### config.mk
export PLATFORM = sky130hd
export DESIGN_NAME = stimulus_loader_flat
export DESIGN_NICKNAME = d
export VERILOG_FILES = /design/src/rtl/stimulus_loader_if.sv /design/src/rtl/stimulus_loader.sv /design/src/flat_wrapper.sv
export SDC_FILE = /design/constraint.sdc
export NUM_CORES = 1
export LEC_CHECK = 0
export ABC_AREA = 1
export ABC_CLOCK_PERIOD_IN_PS = 2900
export BUFFER_PORTS_ARGS = -buffer_cell sky130_fd_sc_hd__buf_2
export CAP_MARGIN = 20
export CORE_MARGIN = 8
export CORE_UTILIZATION = 53
export DETAILED_ROUTE_END_ITERATION = 8
export PLACE_DENSITY_LB_ADDON = 0.15
export SLEW_MARGIN = 20
export SYNTH_ARGS = -nofsm -noshare
export SYNTH_HDL_FRONTEND = slang
export SYNTH_SLANG_ARGS = --single-unit
export TNS_END_PERCENT = 1
### constraint.sdc
create_clock -name clk -period 2.9 [get_ports clk]
set_clock_uncertainty 0.2 [all_clocks]
set_input_delay 0.29 -clock clk [delete_from_list [all_inputs] [get_ports clk]]
set_output_delay 0.29 -clock clk [all_outputs]
set_load 0.03 [all_outputs]
### src/rtl/stimulus_loader_if.sv
// -----------------------------------------------------------------------------
// stimulus_loader_if
// Bundles the two buses of the stimulus loader:
//   - memory read port : address_out, rd_en  (loader -> memory)
//                        mem_data_in          (memory -> loader, one cycle after rd_en)
//   - stimulus stream  : stim_data, stim_valid, stim_last (loader -> DUT)
//                        stim_ready                       (DUT -> loader)
// Modports:
//   master : the loader side
//   slave  : the memory/DUT side
// -----------------------------------------------------------------------------
interface stimulus_loader_if #(
  parameter int ADDR_WIDTH = 11,
  parameter int DATA_WIDTH = 16
);
  logic [ADDR_WIDTH-1:0] address_out;
  logic                  rd_en;
  logic [DATA_WIDTH-1:0] mem_data_in;
  logic [DATA_WIDTH-1:0] stim_data;
  logic                  stim_valid;
  logic                  stim_ready;
  logic                  stim_last;

  modport master (
    output address_out, rd_en, stim_data, stim_valid, stim_last,
    input  mem_data_in, stim_ready
  );

  modport slave (
    input  address_out, rd_en, stim_data, stim_valid, stim_last,
    output mem_data_in, stim_ready
  );
endinterface

### src/rtl/stimulus_loader.sv
// -----------------------------------------------------------------------------
// stimulus_loader
// On a start pulse, reads NUM_WORDS words from on-chip memory starting at
// INPUT_BASE_ADDR (address wraps mod 2**ADDR_WIDTH) and presents each one to
// the DUT over a valid/ready handshake, flagging the final word with
// stim_last. load_done pulses for one cycle once the last word is accepted.
//
// Ports:
//   clk        in   system clock, rising edge
//   reset      in   asynchronous reset, active-high
//   start      in   one-cycle run request, honoured only when idle
//   bus        --   stimulus_loader_if.master (memory read port + stimulus stream)
//   busy       out  high from the cycle after an accepted start until load_done
//   load_done  out  one-cycle pulse after the last word is accepted
//   stim_cksum out  modular sum of transferred words (only with STIM_CKSUM_EN)
//
// Optional feature: define STIM_CKSUM_EN to add the stim_cksum port and its
// accumulator. Without it the port is absent and everything else is identical.
//
// Per word the FSM walks READ (rd_en) -> WAIT (memory latency, capture) ->
// PRESENT (valid until accepted), so the best case is one word per 3 cycles.
// All outputs are registered and are loaded on the transition into the state
// that owns them.
// -----------------------------------------------------------------------------
module stimulus_loader #(
  parameter int ADDR_WIDTH      = 11,
  parameter int DATA_WIDTH      = 16,
  parameter int INPUT_BASE_ADDR = 0,
  parameter int NUM_WORDS       = 8
) (
  input  logic                  clk,
  input  logic                  reset,
  input  logic                  start,
  stimulus_loader_if.master     bus,
  output logic                  busy,
  output logic                  load_done
`ifdef STIM_CKSUM_EN
  ,
  output logic [DATA_WIDTH-1:0] stim_cksum
`endif
);

  localparam logic [ADDR_WIDTH-1:0] BASE_ADDR = ADDR_WIDTH'(INPUT_BASE_ADDR);
  localparam logic [ADDR_WIDTH-1:0] LAST_IDX  = ADDR_WIDTH'(NUM_WORDS - 1);

  typedef enum logic [2:0] {
    IDLE,
    READ,
    WAIT,
    PRESENT,
    DONE
  } state_t;

  state_t                state;
  logic [ADDR_WIDTH-1:0] idx;
  logic [ADDR_WIDTH-1:0] address_q;
  logic                  rd_en_q;
  logic [DATA_WIDTH-1:0] stim_data_q;
  logic                  stim_valid_q;
  logic                  stim_last_q;
`ifdef STIM_CKSUM_EN
  logic [DATA_WIDTH-1:0] cksum_q;
`endif

  logic transfer;
  assign transfer = stim_valid_q && bus.stim_ready;

  // NOTE: every register in this block uses non-blocking assignment so that
  // all of them see the pre-edge values of each other, exactly like flops.
  always_ff @(posedge clk or posedge reset) begin
    if (reset) begin
      state        <= IDLE;
      idx          <= '0;
      address_q    <= '0;
      rd_en_q      <= 1'b0;
      stim_data_q  <= '0;
      stim_valid_q <= 1'b0;
      stim_last_q  <= 1'b0;
      busy         <= 1'b0;
      load_done    <= 1'b0;
`ifdef STIM_CKSUM_EN
      cksum_q      <= '0;
`endif
    end else begin
      // NOTE: load_done defaults low every cycle; only the PRESENT->DONE
      // transition raises it, which makes it a single-cycle pulse.
      load_done <= 1'b0;

      unique case (state)
        IDLE: begin
          if (start) begin
            state     <= READ;
            idx       <= '0;
            address_q <= BASE_ADDR;
            rd_en_q   <= 1'b1;
            busy      <= 1'b1;
`ifdef STIM_CKSUM_EN
            cksum_q   <= '0;
`endif
          end
        end

        READ: begin
          rd_en_q <= 1'b0;
          state   <= WAIT;
        end

        WAIT: begin
          // Memory data is valid this cycle (one cycle after rd_en).
          stim_data_q  <= bus.mem_data_in;
          stim_valid_q <= 1'b1;
          stim_last_q  <= (idx == LAST_IDX);
          state        <= PRESENT;
        end

        PRESENT: begin
          // Without a transfer everything holds, keeping data/last stable.
          if (transfer) begin
            stim_valid_q <= 1'b0;
            stim_last_q  <= 1'b0;
`ifdef STIM_CKSUM_EN
            cksum_q      <= cksum_q + stim_data_q;
`endif
            if (stim_last_q) begin
              state     <= DONE;
              busy      <= 1'b0;
              load_done <= 1'b1;
            end else begin
              state     <= READ;
              idx       <= idx + 1'b1;
              // Natural ADDR_WIDTH overflow gives the required address wrap.
              address_q <= BASE_ADDR + idx + 1'b1;
              rd_en_q   <= 1'b1;
            end
          end
        end

        DONE: begin
          // start is deliberately ignored here; runs are never queued.
          state <= IDLE;
        end

        default: state <= IDLE;
      endcase
    end
  end

  assign bus.address_out = address_q;
  assign bus.rd_en       = rd_en_q;
  assign bus.stim_data   = stim_data_q;
  assign bus.stim_valid  = stim_valid_q;
  assign bus.stim_last   = stim_last_q;
`ifdef STIM_CKSUM_EN
  assign stim_cksum      = cksum_q;
`endif

endmodule

### src/flat_wrapper.sv
// flat-port wrapper written by rule: the top's interface ports become plain ports
module stimulus_loader_flat 
#(
  parameter int ADDR_WIDTH      = 11,
  parameter int DATA_WIDTH      = 16,
  parameter int INPUT_BASE_ADDR = 0,
  parameter int NUM_WORDS       = 8
)
  (clk, reset, start, busy, load_done, bus_address_out, bus_rd_en, bus_stim_data, bus_stim_valid, bus_stim_last, bus_mem_data_in, bus_stim_ready);
  stimulus_loader_if #(.ADDR_WIDTH(ADDR_WIDTH), .DATA_WIDTH(DATA_WIDTH)) bus_i ();
  input  logic clk;
  input  logic reset;
  input  logic start;
  output logic busy;
  output logic load_done;
  output wire logic [$bits(bus_i.address_out)-1:0] bus_address_out;
  output wire logic [$bits(bus_i.rd_en)-1:0] bus_rd_en;
  output wire logic [$bits(bus_i.stim_data)-1:0] bus_stim_data;
  output wire logic [$bits(bus_i.stim_valid)-1:0] bus_stim_valid;
  output wire logic [$bits(bus_i.stim_last)-1:0] bus_stim_last;
  input wire logic [$bits(bus_i.mem_data_in)-1:0] bus_mem_data_in;
  input wire logic [$bits(bus_i.stim_ready)-1:0] bus_stim_ready;
  assign bus_address_out = bus_i.address_out;
  assign bus_rd_en = bus_i.rd_en;
  assign bus_stim_data = bus_i.stim_data;
  assign bus_stim_valid = bus_i.stim_valid;
  assign bus_stim_last = bus_i.stim_last;
  assign bus_i.mem_data_in = bus_mem_data_in;
  assign bus_i.stim_ready = bus_stim_ready;
  stimulus_loader #(.ADDR_WIDTH(ADDR_WIDTH), .DATA_WIDTH(DATA_WIDTH), .INPUT_BASE_ADDR(INPUT_BASE_ADDR), .NUM_WORDS(NUM_WORDS)) u_core (.clk(clk), .reset(reset), .start(start), .bus(bus_i), .busy(busy), .load_done(load_done));
endmodule
==> summary.txt <==
Status
  • Status: finished clean

Power
  • Leak Pwr: roughly 1.1 nW
  • Combinational power share: 0.470
  • Internal power: between 1 and 1.5 mW
  • Sequential share of power: 0.360
  • PD cells: between 1000 and 1500 mW/mm2
  • Net Sw Frac: 0.443
  • Maximum vdd drop: ~0.00098 V
  • Net Sw Power: between 0.9 and 1 mW
  • Clock power frac: 0.170

Worst setup path
  • Worst setup EP type: register
  • RR Startpoint: u_core.state[0]$_DFFE_PP0P_
  • Worst r2r dst: u_core.bus.stim_data[2]$_DFFE_PP0N_
  • R2R Setup Slk: 1.01 ns
  • Critical path required time: approximately 3 ns
  • Critical path startpoint category: register
  • Crit path kind: register to register
  • R2R depth: 3
  • Crit path max fanout: 20
  • CP arrival: between 1.5 and 2 ns

CTS
  • Setup bufs post-CTS: 0
  • Clock buffer depth: 2
  • Clock root buffer: clkbuf_4
  • Clock transition at path regs: 0.11 ns
  • Cts bufs inserted: 5
  • CTS sink cnt: 35
  • TritonCTS clock tree: done
  • Max H-tree Level: 2
  • Worst skew pair latency: 0.33 ns

Cells and area
  • Layout cells sized above 1: 0.339
  • Layout area overhead: 34.1%
  • Multi-input gate area: between 600 and 700 um2
  • Final net count: between 200 and 300
  • Final instance area: about 0.0021 mm2
  • Post-Route Utilization: 0.759
  • Antenna Diode Count: 0
  • Storage cell area: between 800 and 900 um2
  • Fill count: between 150 and 200

Synthesis
  • Synth unique cells: 19
  • Post-Synthesis Cells: roughly 170
  • Cell Area, Synth: approximately 0.0016 mm2
  • Ranking of synthesized cells by area: dfrtp_1 56%, mux2_2 11%, nand2_1 8.6%
  • Most frequent cell after synthesis: nand2_1
  • Cell taking the most area after synthesis: dfrtp_1
  • Post-synth EDFFs: 0
  • Post-synth top area share: 0.556
  • Seq cells post-synth: 35
  • Asr flop ratio synth: 1.00
  • Syn Nets: 186
  • Most used DFF post-synth: dfrtp_1
  • Post-synthesis sequential area ratio: 0.556
  • Avg Cell Area, Syn: between 9 and 10 um2
  • Most instantiated cells after synthesis: 36 x nand2_1, 35 x dfrtp_1, 20 x nor2_1, 16 x mux2_2, 16 x nand3_1
  • Synthesis Warnings: 0

Timing
  • Tightest Pin Transition: 0.731 ns
  • RSZ-0062 raised after global routing: false
  • Setup ws final: between 1 and 1.5 ns
  • Total negative setup slack: 0 ns
  • Final Slew Violations: 0
  • Fmax: around 530 MHz
  • Final setup violation count: 0
  • Relative slew slack: 0.512
  • Final period utilization: 0.651
  • Tmin final: ~1.9 ns
  • Final hold vios: 0

Placement
  • Post-DP HPWL: roughly 2600 um
  • Post-DP Area: around 0.0019 mm2
  • Buffers on Ports: between 50 and 60
  • Dpl ws: 1.01 ns
  • Routability cong.: about 0.85

Routing
  • Routed WL per cell: 14.5 um
  • TritonRoute pass-1 iters: 4
  • Vias: ~1400
  • # DRC: 0
  • Post-route ant nets: 0
  • DRT iter0 DRCs: 69
  • Via/cell ratio: ~5.3
  • Post-Route WL: just under 4000 um

Die
  • Initial Util: 0.566
  • Core Area: 0.00278 mm2
  • Top-Level Pins: 52
  • Die H: 70.5 um
  • Die ar.: between 0.004 and 0.005 mm2
  • Row cnt: 19
  • Chip Width: ~70 um

GRT
  • Largest net degree at the start of global routing: 36
  • Global-route wire length before repair: around 6800 um
  • Vias in the first global route: about 1400
  • GR Overflow Total: 0
  • Initial antenna violation count: 0
  • Tot GR Track Use: 0.166

Worst hold path
  • Hold path start: start
  • Hold Crit Class: input pin to register
  • Endpoint, Worst Hold: u_core.state[0]$_DFFE_PP0P_
  • Worst hold stages: 3

Run
  • Max Cap Viol: 0
[cells in the final DEF (no fill, tap or decap), types with 7 or more instances in the layout]
| cell | instances |
|---|---|
| buf_2 | 51 |
| o21ai_0 | 10 |
| inv_1 | 11 |
| nand3_1 | 16 |
| nand2_1 | 36 |
| a21oi_1 | 7 |
| dfrtp_1 | 35 |
| dlygate4sd3_1 | 17 |
| nor2_1 | 20 |
| mux2_2 | 16 |
[how the worst max path moves through the flow]
stage               slack [ns]                                   from  depth (start not counted)                                endpoint
floorplan                 1.16  u_core.bus.address_out[0]$_DFFE_PP0P_                          8  u_core.bus.address_out[10]$_DFFE_PP0P_
global placement          1.08            u_core.state[2]$_DFFE_PP0P_                          3     u_core.bus.stim_data[5]$_DFFE_PP0N_
detailed placement        1.01            u_core.state[2]$_DFFE_PP0P_                          3    u_core.bus.stim_data[14]$_DFFE_PP0N_
CTS                       1.00            u_core.state[2]$_DFFE_PP0P_                          3    u_core.bus.stim_data[14]$_DFFE_PP0N_
global route              0.89            u_core.state[2]$_DFFE_PP0P_                          3    u_core.bus.stim_data[14]$_DFFE_PP0N_
finish                    1.01            u_core.state[0]$_DFFE_PP0P_                          3     u_core.bus.stim_data[2]$_DFFE_PP0N_
[worst max-delay path, cell delays in order, from the launching register on]
cell and delay, ns:
dfrtp_1 0.44, nor2_1 0.21, nand2_1 0.47, mux2_2 0.46
[cell type report]
type	instances	area share
Clock inverter	2	0.0166
Tap cell	31	0.0184
Multi-Input combinational cell	115	0.299
Inverter	12	0.0213
Sequential cell	35	0.415
Timing Repair Buffer	69	0.205
Clock buffer	6	0.0243
[sequential cells by signal, summed over array words and instances (netlist names)]
register	count
u_core.bus.stim_data	16
u_core.state	3
u_core.bus.address_out	11
u_core.bus.stim_valid	1
u_core.bus.stim_last	1
u_core.load_done	1
u_core.bus.rd_en	1
u_core.busy	1
[power groups by stage]
stage | logic [mW] | registers [mW] | clock network, mW
2_1_floorplan | 0.439 | 1.10 | 0
3_3_place_gp | 0.994 | 0.778 | 0
3_5_place_dp | 1.02 | 0.789 | 0
4_1_cts | 1.03 | 0.781 | 0.380
5_1_grt | 1.12 | 0.818 | 0.395
6_report | 1.03 | 0.791 | 0.375
[routing by layer]
layer	GRT usage	wire [um]	vias up
met2	0.277	1960	59
li1	-	-	687
met3	0.0692	321	6
met4	0.0536	46	0
met5	0	0	-
met1	0.187	1590	669
[what timing repair did]
action | CTS | global route
resized for setup | 0 | 0
hold buffers | 17 | 0
endpoints found under the hold margin | 51 | 0
setup endpoints to repair | 0 | 0
[cell families after synthesis]
family,count (synthesis),synth area share
AO/OA/AOI/OAI,18,0.0588
buffers and inverters,15,0.0421
flip-flops,35,0.556
adder cells (fa/ha/maj),1,0.00795
multiplexers,16,0.114
AND/OR/NAND/NOR,80,0.220
[through the flow]
stage | hold slack (ns) | std cells | power, mW
floorplan | 0.241 | 165 | 1.54
global route | 0.106 | 270 | 2.33
CTS | 0.0812 | 270 | 2.20
finish | 0.107 | 270 | 2.20
global placement | 0.194 | 245 | 1.77
detailed placement | 0.207 | 245 | 1.81
(Power assumes the default switching activity.)
